$ cat src/rtl/pipe_skid_reg.sv
// rtl/pipe_skid_reg.sv - pipeline stage register with optional two-entry skid buffer
// A bubble (out_valid=0) always presents all-zero data and control.
module pipe_skid_reg #(
  parameter int DATA_W = 48,
  parameter int CTRL_W = 32,
  parameter int SKID   = 1
) (
  input  logic              clock,
  input  logic              nreset,
  input  logic              flush,
  input  logic              in_valid,
  output logic              in_ready,
  input  logic [DATA_W-1:0] in_data,
  input  logic [CTRL_W-1:0] in_ctrl,
  output logic              out_valid,
  input  logic              out_ready,
  output logic [DATA_W-1:0] out_data,
  output logic [CTRL_W-1:0] out_ctrl,
  output logic [1:0]        occupancy
);

  localparam bit HAS_SKID = (SKID != 0);

  typedef enum logic [1:0] {
    S_EMPTY = 2'd0,
    S_ONE   = 2'd1,
    S_TWO   = 2'd2
  } state_t;

  state_t            r_state;
  logic [DATA_W-1:0] r_main_data;
  logic [CTRL_W-1:0] r_main_ctrl;
  logic [DATA_W-1:0] r_skid_data;
  logic [CTRL_W-1:0] r_skid_ctrl;

  logic w_out_valid;
  logic w_in_ready;
  logic w_accept;
  logic w_drain;

  assign w_out_valid = (r_state != S_EMPTY);

  // With a skid entry, in_ready depends on state only, breaking the ready chain.
  assign w_in_ready = HAS_SKID ? (r_state != S_TWO) : (~w_out_valid | out_ready);

  assign w_accept = in_valid & w_in_ready;
  assign w_drain  = w_out_valid & out_ready;

  always_ff @(posedge clock) begin
    if (!nreset || flush) begin
      r_state     <= S_EMPTY;
      r_main_data <= '0;
      r_main_ctrl <= '0;
      r_skid_data <= '0;
      r_skid_ctrl <= '0;
    end else begin
      case (r_state)
        S_EMPTY: begin
          if (w_accept) begin
            r_state     <= S_ONE;
            r_main_data <= in_data;
            r_main_ctrl <= in_ctrl;
          end
        end
        S_ONE: begin
          if (w_accept && w_drain) begin
            r_main_data <= in_data;
            r_main_ctrl <= in_ctrl;
          end else if (w_accept) begin
            if (HAS_SKID) begin
              r_state     <= S_TWO;
              r_skid_data <= in_data;
              r_skid_ctrl <= in_ctrl;
            end
          end else if (w_drain) begin
            r_state <= S_EMPTY;
          end
        end
        S_TWO: begin
          if (w_drain) begin
            r_state     <= S_ONE;
            r_main_data <= r_skid_data;
            r_main_ctrl <= r_skid_ctrl;
          end
        end
        default: r_state <= S_EMPTY;
      endcase
    end
  end

  assign in_ready  = w_in_ready;
  assign out_valid = w_out_valid;
  assign out_data  = w_out_valid ? r_main_data : '0;
  assign out_ctrl  = w_out_valid ? r_main_ctrl : '0;
  assign occupancy = r_state;

endmodule

$ cat config.mk
export PLATFORM = sky130hd
export DESIGN_NAME = pipe_skid_reg
export DESIGN_NICKNAME = d
export VERILOG_FILES = /design/src/rtl/pipe_skid_reg.sv
export SDC_FILE = /design/constraint.sdc
export NUM_CORES = 1
export LEC_CHECK = 0
export CORE_MARGIN = 2
export CORE_UTILIZATION = 51
export CTS_CLUSTER_DIAMETER = 50
export DETAILED_ROUTE_END_ITERATION = 10
export GPL_ROUTABILITY_DRIVEN = 0
export PLACE_DENSITY = 0.91
export SLEW_MARGIN = 20
export SYNTH_ARGS = -nofsm -noshare
export SYNTH_HDL_FRONTEND = slang
export SYNTH_SLANG_ARGS = --single-unit
$ cat constraint.sdc
create_clock -name clock -period 1.5 [get_ports clock]
set_input_delay 0.3 -clock clock [delete_from_list [all_inputs] [get_ports clock]]
set_output_delay 0.3 -clock clock [all_outputs]
set_load 0.01 [all_outputs]
==> results.toml, run 1 <==
[setup_path]
rr_worst_depth = 7
arrival_ps = 1610
worst-path-max-fanout = 37
critical_path_class = "flop to output port"
crit_path_end_kind = "output port"
cp-start-kind = "flop"
required_ps = 1200

[sta]
rsz0062_at_grt = "yes"
setup_slack_ps = -414
slew_headroom_pct = 74.4
finClkSkew_ps = 10.3
max_freq_mhz = 522
tightest_slew_ps = 383
hold_violations = 0
min_period_ps = 1910
finalSetupViolCount = 244
worst_hold_slack_ps = 449
period_share_pct = 128
slew_violations = 0

[synthesis]
postSynthCellCount = 829
synth-seq-cells = 162
ys_seq_area_share_pct = 42.1
syn_nets = 914
synth-warning-count = 0
syn_area_sq_um = 7700
syn_area_per_cell_sq_um = 9.29
synth_cell_types = 23

[layout]
syn_to_final_growth_pct = 43.4
nNetsFinal = 1087
drive_gt1_share_pct = 31.6
post-route-util_pct = 75.4

[drt]
drt_iter0_drc = 617
vias = 7420
drcViolationCount = 0
wl_met3_microns = 1760
m1WireLength_microns = 10300
viasPerCell = 6.18
dr.max_layer_used = "met4"
avgRoutedWirePerCell_microns = 22.1
ant_nets = 0
drt-pass1-iter-count = 5
wirelength_microns = 26500
wl_met2_microns = 13000

[floorplanning]
initial_core_util_pct = 52.6
rows = 44
ios = 169
fp.dieW_microns = 127
die-area_sq_um = 16100
coreArea_sq_um = 14600
die_y_microns = 127

[grt]
grt_max_degree = 55
grt_usage_pct = 27.7
grt_pass1_vias = 7013
antenna_found_initial = 1
grt_pass1_wl_microns = 35900
grt_overflow = 0

[clock_network]
clock_sinks = 162
insertion_delay_ps = 430
cts_max_level = 4
holdBufCountCts = 0
cts_buffer_depth = 2
clk_pin_slew_ps = 60
cts_root_buffer = "clkbuf_16"
cts_buffers = 17
cts_tree = "yes"

[power]
power_leakage_nw = 4.59
cellPowerDensity_nw_per_um2 = 966
peakVddDrop_mv = 0.854

[run]
max_cap_viol_count = 0

[outcome]
status = "finished, violations left"
violations = "setup timing"

[place]
hpwl_microns = 13500
port_buffers = 168

[min_path]
hold_class = "input port to flop"
min_path_cells = 3
## cell families after synthesis
kind of cell / after synthesis / synth area share (%)
AOI/OAI and AO/OA: 245 / 26.4
buffers and inverters: 90 / 5.68
DFF: 162 / 42.1
muxes: 80 / 10.4
and+or+nand+nor: 252 / 15.4
## timing repair
| action | 4_1_cts | 5_1_grt |
|---|---|---|
| gates cloned | 6 | 14 |
| setup endpoints to repair | 122 | 229 |
| pin swaps | 1 | 5 |
| resized for setup | 255 | 116 |
| setup buffers | 5 | 5 |
## power by group
part | leakage, nW | internal (mW) | switching [mW]
clock network | 0.312 | 2.90 | 1.79
registers | 1.32 | 4.42 | 0.0835
logic | 2.96 | 0.748 | 0.724
## sequential cells by signal, summed over array words and instances (netlist names)
name         count
r_skid_data     48
r_main_ctrl     32
occupancy        2
r_main_data     48
r_skid_ctrl     32
## worst paths after layout
kind                  startpoint              end  slack [ps]
setup / recovery    occupancy[1]      out_data[9]        -410
hold / removal       in_data[46]  r_skid_data[46]         450
hold reg to reg   r_skid_data[9]   r_skid_data[9]         450
setup reg to reg    occupancy[0]  r_main_data[42]        -240
## synth_stat cells
| cell | number | area share (%) |
|---|---|---|
| nor2b_1 | 1 | 0.081 |
| or2_1 | 1 | 0.081 |
| clkbuf_1 | 55 | 2.7 |
| buf_2 | 20 | 1.3 |
| a211oi_2 | 80 | 13 |
| nor2_1 | 1 | 0.049 |
| buf_4 | 2 | 0.19 |
| nand4bb_1 | 1 | 0.15 |
| a21oi_1 | 81 | 5.3 |
| dfxtp_1 | 162 | 42 |
| mux2i_1 | 80 | 10 |
| and3b_1 | 1 | 0.11 |
| o21bai_1 | 1 | 0.097 |
| buf_1 | 4 | 0.19 |
| nand2_1 | 161 | 7.8 |
| a21o_1 | 2 | 0.19 |
| or3b_1 | 1 | 0.11 |
| and2_1 | 81 | 6.6 |
| buf_6 | 9 | 1.3 |
| nor4bb_1 | 1 | 0.13 |
| o21a_1 | 1 | 0.097 |
| a211oi_1 | 80 | 7.8 |
| nand2b_1 | 3 | 0.24 |
## metrics by stage
step                      power [mW]  TNS (ps)  worst slack [ps]  area, sq um  cells
after floorplan                 5.24      -226             -3.23         7700    829
after global placement          5.80    -62730              -319         9950   1138
after detailed placement        5.82    -67400              -353         9950   1138
after CTS                       10.4    -40040              -450        10600   1180
after global routing            10.9    -52840              -474        11000   1200
final                           10.7    -42770              -414        11000   1200
## critical path, stage by stage, from the launching register on
cell	delay, ps
dfxtp_1	320
or2_4	300
buf_12	170
and2_1	160
clkdlybuf4s15_1	220
## layer usage
metal  up-vias  track usage (%)
li1       3288                -
met1      3612             33.6
met5         -                0
met2       391             46.0
met4         0             15.6
met3       129             5.44
## placed cells by master, fill, tap and decap left out, drive strengths merged
| cell | instances |
|---|---|
| o21a | 1 |
| dlygate4sd2 | 2 |
| clkdlybuf4s50 | 84 |
| mux2i | 80 |
| buf | 111 |
| a21o | 3 |
| nor2 | 1 |
| nand2 | 161 |
| or3b | 1 |
| a211oi | 160 |
| and3b | 1 |
| bufinv | 4 |
| clkbuf | 63 |
| nor4bb | 1 |
| clkdlybuf4s15 | 2 |
| bufbuf | 2 |
| dfxtp | 162 |
| or2 | 1 |
| clkinvlp | 1 |
| nor2b | 1 |
| o21bai | 1 |
| and2 | 81 |
| a21oi | 81 |
| nand2b | 3 |
| clkinv | 6 |
| nand4bb | 1 |
| diode | 1 |
## cell type report
cell class / count / area [sq um]
Antenna cell: 1 / 2.50
Clock buffer: 21 / 470
Clock inverter: 11 / 158
Fill cell: 888 / 3600
Multi-Input combinational cell: 578 / 4300
Sequential cell: 162 / 3240
Tap cell: 184 / 230
Timing Repair Buffer: 243 / 2640
Note: power is estimated with default switching activity, not from simulation.
==> run 2, diff against run 1 <==
--- a/constraint.sdc
+++ b/constraint.sdc
@@ -3,2 +3,2 @@
 set_output_delay 0.3 -clock clock [all_outputs]
-set_load 0.01 [all_outputs]
+set_load 0.05 [all_outputs]
==> run 2 against run 1 <==
  * The run now fails in global routing
  * Synthesized area is the same
  * Synthesized cell count is the same
==> results.toml, run 2 <==
[synthesis]
ys_async_sr_fraction_pct = 0
synthFlopType = "dfxtp_1"
synth_cell_types = 23
synth_area_leaders = "dfxtp_1 (42%), a211oi_2 (13%), mux2i_1 (10%), nand2_1 (7.8%), a211oi_1 (7.8%)"
syn_nets = 914
netlist.area_leader.share_pct = 42.1
synth_area_leader_cell = "dfxtp_1"
postSynthCellCount = 829
syn_area_per_cell_sq_um = 9.29
synth_enable_flop_cells = 0
synth-seq-cells = 162
synth.most_common_cell = "dfxtp_1"
syn_area_sq_um = 7700
synth_common_cells = "dfxtp_1 (162), nand2_1 (161), a21oi_1 (81), and2_1 (81)"
synth-warning-count = 0
ys_seq_area_share_pct = 42.1

[outcome]
stop_error = "[ERROR GRT-0232] Routing congestion too high. Check the congestion heatmap in the GUI."
status = "did not finish"
lastStage = "global routing"

[clock_network]
cts_buffers = 17
holdBufCountCts = 0
clock_sinks = 162
cts_buffer_depth = 2
cts_root_buffer = "clkbuf_16"
cts_max_level = 4

[floorplanning]
ios = 169
fp.dieW_microns = 127
initial_core_util_pct = 52.6
rows = 44
die_y_microns = 127

[grt]
grt_usage_pct = 84.3
grt_max_degree = 48
grt_overflow = 214

[place]
hpwl_microns = 14600
dp_slack_ps = -499
port_buffers = 168

[sta]
worstEndpointGrtRepair = "out_data[9]"
worstEndpointType = "output port"
run 2: cell counts after synthesis:
No cell type changed its count.
run 2: metal layers:
metal	track usage (%)	GRT overflow
met4	88.5	86
met1	83.2	4
met3	71.9	5
met2	99.2	119
met5	22.3	0
run 2: per-stage QoR:
step,area [sq um],std cells
floorplan,7930,829
global placement,10900,1135
CTS,13000,1215
detailed placement,10900,1135
run 2: cells by family after synthesis:
kind of cell | after synthesis | share of synthesized area [%]
buffers and inverters | 90 | 5.68
DFF | 162 | 42.1
muxes | 80 | 10.4
and+or+nand+nor | 252 | 15.4
AOI/OAI and AO/OA | 245 | 26.4
run 2: timing repair:
item,in CTS
gates cloned,24
resized for setup,184
endpoints found under the setup margin,150
pin swaps,81
setup buffers,28
==> run 3, diff against run 2 <==
CORE_UTILIZATION = 40   (was 51)
CTS_CLUSTER_DIAMETER = unset   (was 50)
PLACE_DENSITY = unset   (was 0.91)
PLACE_DENSITY_LB_ADDON = 0.15   (was unset)
==> run 3 against run 2 <==
  * The flow now finishes, with violations (setup timing)
==> results.toml, run 3 (synthesis results as in run 1) <==
[sta]
finClkSkew_ps = 7.24
min_period_ps = 1910
slew_violations = 0
hold_violations = 0
slew_headroom_pct = 73.2
setup_slack_ps = -410
max_freq_mhz = 524
rsz0062_at_grt = "yes"
worst_hold_slack_ps = 451
finalSetupViolCount = 243
tightest_slew_ps = 401
period_share_pct = 127

[clock_network]
clk_pin_slew_ps = 70
cts_max_level = 4
cts_buffers = 17
insertion_delay_ps = 420
clock_sinks = 162
cts_root_buffer = "clkbuf_16"
cts_buffer_depth = 2
cts_tree = "yes"

[floorplanning]
initial_core_util_pct = 40.9
die-area_sq_um = 20400
coreArea_sq_um = 18800
rows = 50
ios = 169
fp.dieW_microns = 143
die_y_microns = 143

[setup_path]
critPathLaunch = "occupancy[0]"
rr_startpoint = "occupancy[0]"
arrival_ps = 1610
worst-path-max-fanout = 26
cp-start-kind = "flop"
required_ps = 1200
critical_path_class = "flop to output port"
crit_path_end_kind = "output port"

[min_path]
hold_start = "in_ctrl[24]"
hold_class = "input port to flop"

[drt]
avgRoutedWirePerCell_microns = 19.2
viasPerCell = 5.34
drt_iter0_drc = 387
ant_nets = 0
drcViolationCount = 0
drt-pass1-iter-count = 5
wirelength_microns = 24700
vias = 6863

[place]
hpwl_microns = 13400
post-place-cells = 1217
port_buffers = 168

[layout]
fillerInstances = 1374
n_antenna_cell = 0
drive_gt1_share_pct = 47.9
reg_top3 = "r_main_data: 48 flops, r_skid_data: 48 flops"
layout_common_cells = "dfxtp_1 (160), nand2_1 (128), buf_12 (115), a211oi_2 (105), clkdlybuf4s50_1 (82)"
syn_to_final_growth_pct = 70.4
final_common_cell = "dfxtp_1"
nNetsFinal = 1098
stdcell_count = 1286

[grt]
antenna_found_initial = 0
grt_pass1_vias = 6342
grt_overflow = 0
grt_usage_pct = 20.7
grt_max_degree = 50
grt_pass1_wl_microns = 33700

[power]
peakVddDrop_mv = 0.776
power_leakage_nw = 5.19
cellPowerDensity_nw_per_um2 = 821
total_power_mw = 10.8

[outcome]
violations = "setup timing"
status = "finished, violations left"

[run]
max_cap_viol_count = 0
[run 3: worst paths after layout]
check / to / slack (ps) / cells past startpoint
setup / recovery: out_ctrl[1] / -410 / 4
hold / removal: r_skid_ctrl[24] / 450 / 3
setup reg to reg: r_skid_data[2] / -170 / 8
hold reg to reg: r_skid_data[43] / 450 / 2
[run 3: metal layers]
metal	part of all wire (%)	routed length [microns]	GRT usage, %	up-vias
met3	4.2	1040	3.82	29
met2	49	12100	33.7	183
li1	-	-	-	3301
met5	0	0	0	-
met4	1.5	380	5.73	0
met1	46	11300	28.2	3350
[run 3: cell type report]
type                    instances  area, sq um  share of cell area [%]
multi-input cells             578         4940                    37.6
repair buffers                254         4010                    30.5
flip-flops and latches        162         3250                    24.8
clock buffers                  17          425                    3.24
well taps                     260          325                    2.48
clock inverters                15          181                    1.38
[run 3: stage by stage]
stage               setup WS [ps]  TNS [ps]  utilization, %  instance area, sq um
floorplan                   -11.0     -69.5               -                  7930
CTS                          -422    -32730            62.3                 11700
finish                       -410    -49890            69.7                 13100
global placement             -401    -61920            58.7                 11100
global route                 -437    -63640            69.7                 13100
detailed placement           -447    -65120            58.7                 11100
[run 3: power breakdown]
| group | switching (mW) | internal [mW] | total (mW) |
|---|---|---|---|
| clock | 1.88 | 2.64 | 4.52 |
| sequential | 0.0781 | 4.42 | 4.49 |
| combinational | 0.875 | 0.895 | 1.77 |
| total | 2.83 | 7.95 | 10.8 |
[run 3: worst max-delay path, cell delays in order (launching register included)]
cell	delay [ps]
dfxtp_4	340
or2_4	310
buf_12	190
and2_4	180
buf_12	140
[run 3: what timing repair did]
action / 4_1_cts / 5_1_grt
hold buffers: 0 / 0
gates resized for setup: 10 / 189
pin swaps: 2 / 68
buffers inserted: 2 / 11
gates cloned: 1 / 25
endpoints found under the setup margin: 87 / 204
==> run 4, diff against run 3 <==
CORE_MARGIN = unset   (was 2)
==> run 4 against run 3 <==
  * The run still ends with setup timing left
  * Sequential share of layout area rose by 0.30 points
  * Global-route usage rose by 2.4 points
  * Clock power fell by 4.9%
  * Combinational power barely moved
  * Utilization fell by 0.61 points
  * First-iteration DRC count fell by 4.4%
  * Flip-flop and latch count did not move
  * Clock skew rose by 1.8 ps
  * Sequential power barely moved
  * Critical endpoint is now out_ctrl[20]
  * Wire length rose by 5.7%
  * Fmax rose by 0.45%
  * Final cell count fell by 0.78%
==> results.toml, run 4 (synthesis results as in run 1) <==
[run]
max_cap_viol_count = 0

[power]
peakVddDrop_mv = 0.902
power_leakage_nw = 5.11
cellPowerDensity_nw_per_um2 = 814

[floorplanning]
ios = 169
die-area_sq_um = 19800
fp.dieW_microns = 141
coreArea_sq_um = 18800
initial_core_util_pct = 41.0
rows = 50
die_y_microns = 141

[clock_network]
holdBufCountCts = 0
cts_buffers = 17
clock_sinks = 162
clk_pin_slew_ps = 70
cts_tree = "yes"
insertion_delay_ps = 440
cts_max_level = 4
cts_root_buffer = "clkbuf_16"
cts_buffer_depth = 2

[setup_path]
crit_path_end_kind = "output port"
critical_path_class = "flop to output port"
rr_worst_depth = 7
worst-path-max-fanout = 40
r2r_end = "r_main_data[33]"
arrival_ps = 1600
rr_startpoint = "occupancy[0]"
cp-start-kind = "flop"
required_ps = 1200
r2r_slack_ps = -130

[sta]
tightest_slew_ps = 324
hold_violations = 0
finClkSkew_ps = 9.00
finalSetupViolCount = 215
fin_setup_tns_ps = -37780
setup_slack_ps = -401
slew_headroom_pct = 78.3
max_freq_mhz = 526
rsz0062_at_grt = "yes"
min_period_ps = 1900
period_share_pct = 127
slew_violations = 0

[place]
port_buffers = 168
hpwl_microns = 13800
postPlaceCellArea_sq_um = 11100

[layout]
nNetsFinal = 1114
n_antenna_cell = 0
layout_common_cells = "nand2_1 (160), dfxtp_1 (160), buf_12 (115), a211oi_2 (95), clkdlybuf4s50_1 (84)"
design_area_sq_um = 13000
syn_to_final_growth_pct = 68.4
reg_top3 = "r_main_data: 48 flops, r_skid_data: 48 flops"
drive_gt1_share_pct = 43.4

[outcome]
status = "finished, violations left"
violations = "setup timing"

[min_path]
hold_class = "input port to flop"
min_to = "r_skid_data[17]"
min_path_cells = 3
hold_start = "in_data[17]"

[drt]
ant_nets = 0
avgRoutedWirePerCell_microns = 20.5
drcViolationCount = 0
vias = 7035
drt-pass1-iter-count = 4
wirelength_microns = 26100
viasPerCell = 5.51
drt_iter0_drc = 370

[grt]
antenna_found_initial = 0
gr-usage-met1_pct = 30.8
grt_pass1_wl_microns = 36100
grt_usage_pct = 23.1
grt-busiest-layer = "met2"
grt_max_degree = 43
grt_util_met2_pct = 37.3
grtUsageMet3_pct = 4.72
grt_pass1_vias = 6648
grt_overflow = 0
==> run 4: changes by cell type in the layout (fill, tap and decap cells not counted), moves of 9 or more <==
cell and change:
a211oi_1 +13, a211oi_2 -10, buf_4 +9, nand2_1 +32
nand2_2 -10, nand2_4 -22
==> run 4: report_power, final <==
| group | internal (mW) | switching [mW] | total [mW] |
|---|---|---|---|
| Clock | 2.40 | 1.89 | 4.30 |
| Combinational | 0.901 | 0.871 | 1.77 |
| Sequential | 4.42 | 0.0780 | 4.49 |
==> run 4: metrics by stage <==
step	util, %	hold WS (ps)	setup WS, ps	instances	total power [mW]
after CTS	63.4	436	-424	1239	10.4
after floorplan	-	436	-11.0	829	5.38
after global routing	69.1	452	-440	1276	10.9
after global placement	58.9	440	-323	1193	6.03
final	69.1	446	-401	1276	10.6
after detailed placement	58.9	446	-389	1193	6.04
==> run 4: what timing repair did <==
action	in CTS	in global routing
gates resized for setup	18	99
setup buffers	9	12
pin swaps	14	38
endpoints found under the hold margin	0	0
setup endpoints to repair	88	242
cloned	5	28
==> run 4: layout make-up <==
type / instances / area, sq um
Tap cell: 234 / 293
Timing Repair Buffer: 270 / 4240
Multi-Input combinational cell: 578 / 4610
Clock inverter: 14 / 129
Sequential cell: 162 / 3250
Fill cell: 1382 / 5800
Clock buffer: 18 / 450
==> run 4: metal layers <==
| metal | vias up | part of all wire [%] |
|---|---|---|
| met5 | - | 0 |
| met4 | 0 | 1.6 |
| met3 | 34 | 4.6 |
| met2 | 203 | 48 |
| met1 | 3457 | 46 |
| li1 | 3341 | - |
==> run 4: critical path: stages, from the launching register on <==
cell and delay, ps:
dfxtp_4 340, or2_4 290, buf_12 190, and2_4 190, buf_12 140
==> run 4: worst max path at each step <==
stage | start | to | slack (ps) | cells past startpoint
finish | occupancy[1] | out_ctrl[20] | -400 | 4
global route | occupancy[0] | out_ctrl[20] | -440 | 4
CTS | occupancy[1] | out_ctrl[18] | -420 | 4
detailed placement | out_ready | r_main_data[31] | -390 | 5
global placement | in_valid | r_skid_ctrl[14] | -320 | 6
floorplan | occupancy[1] | out_ctrl[22] | -10 | 4
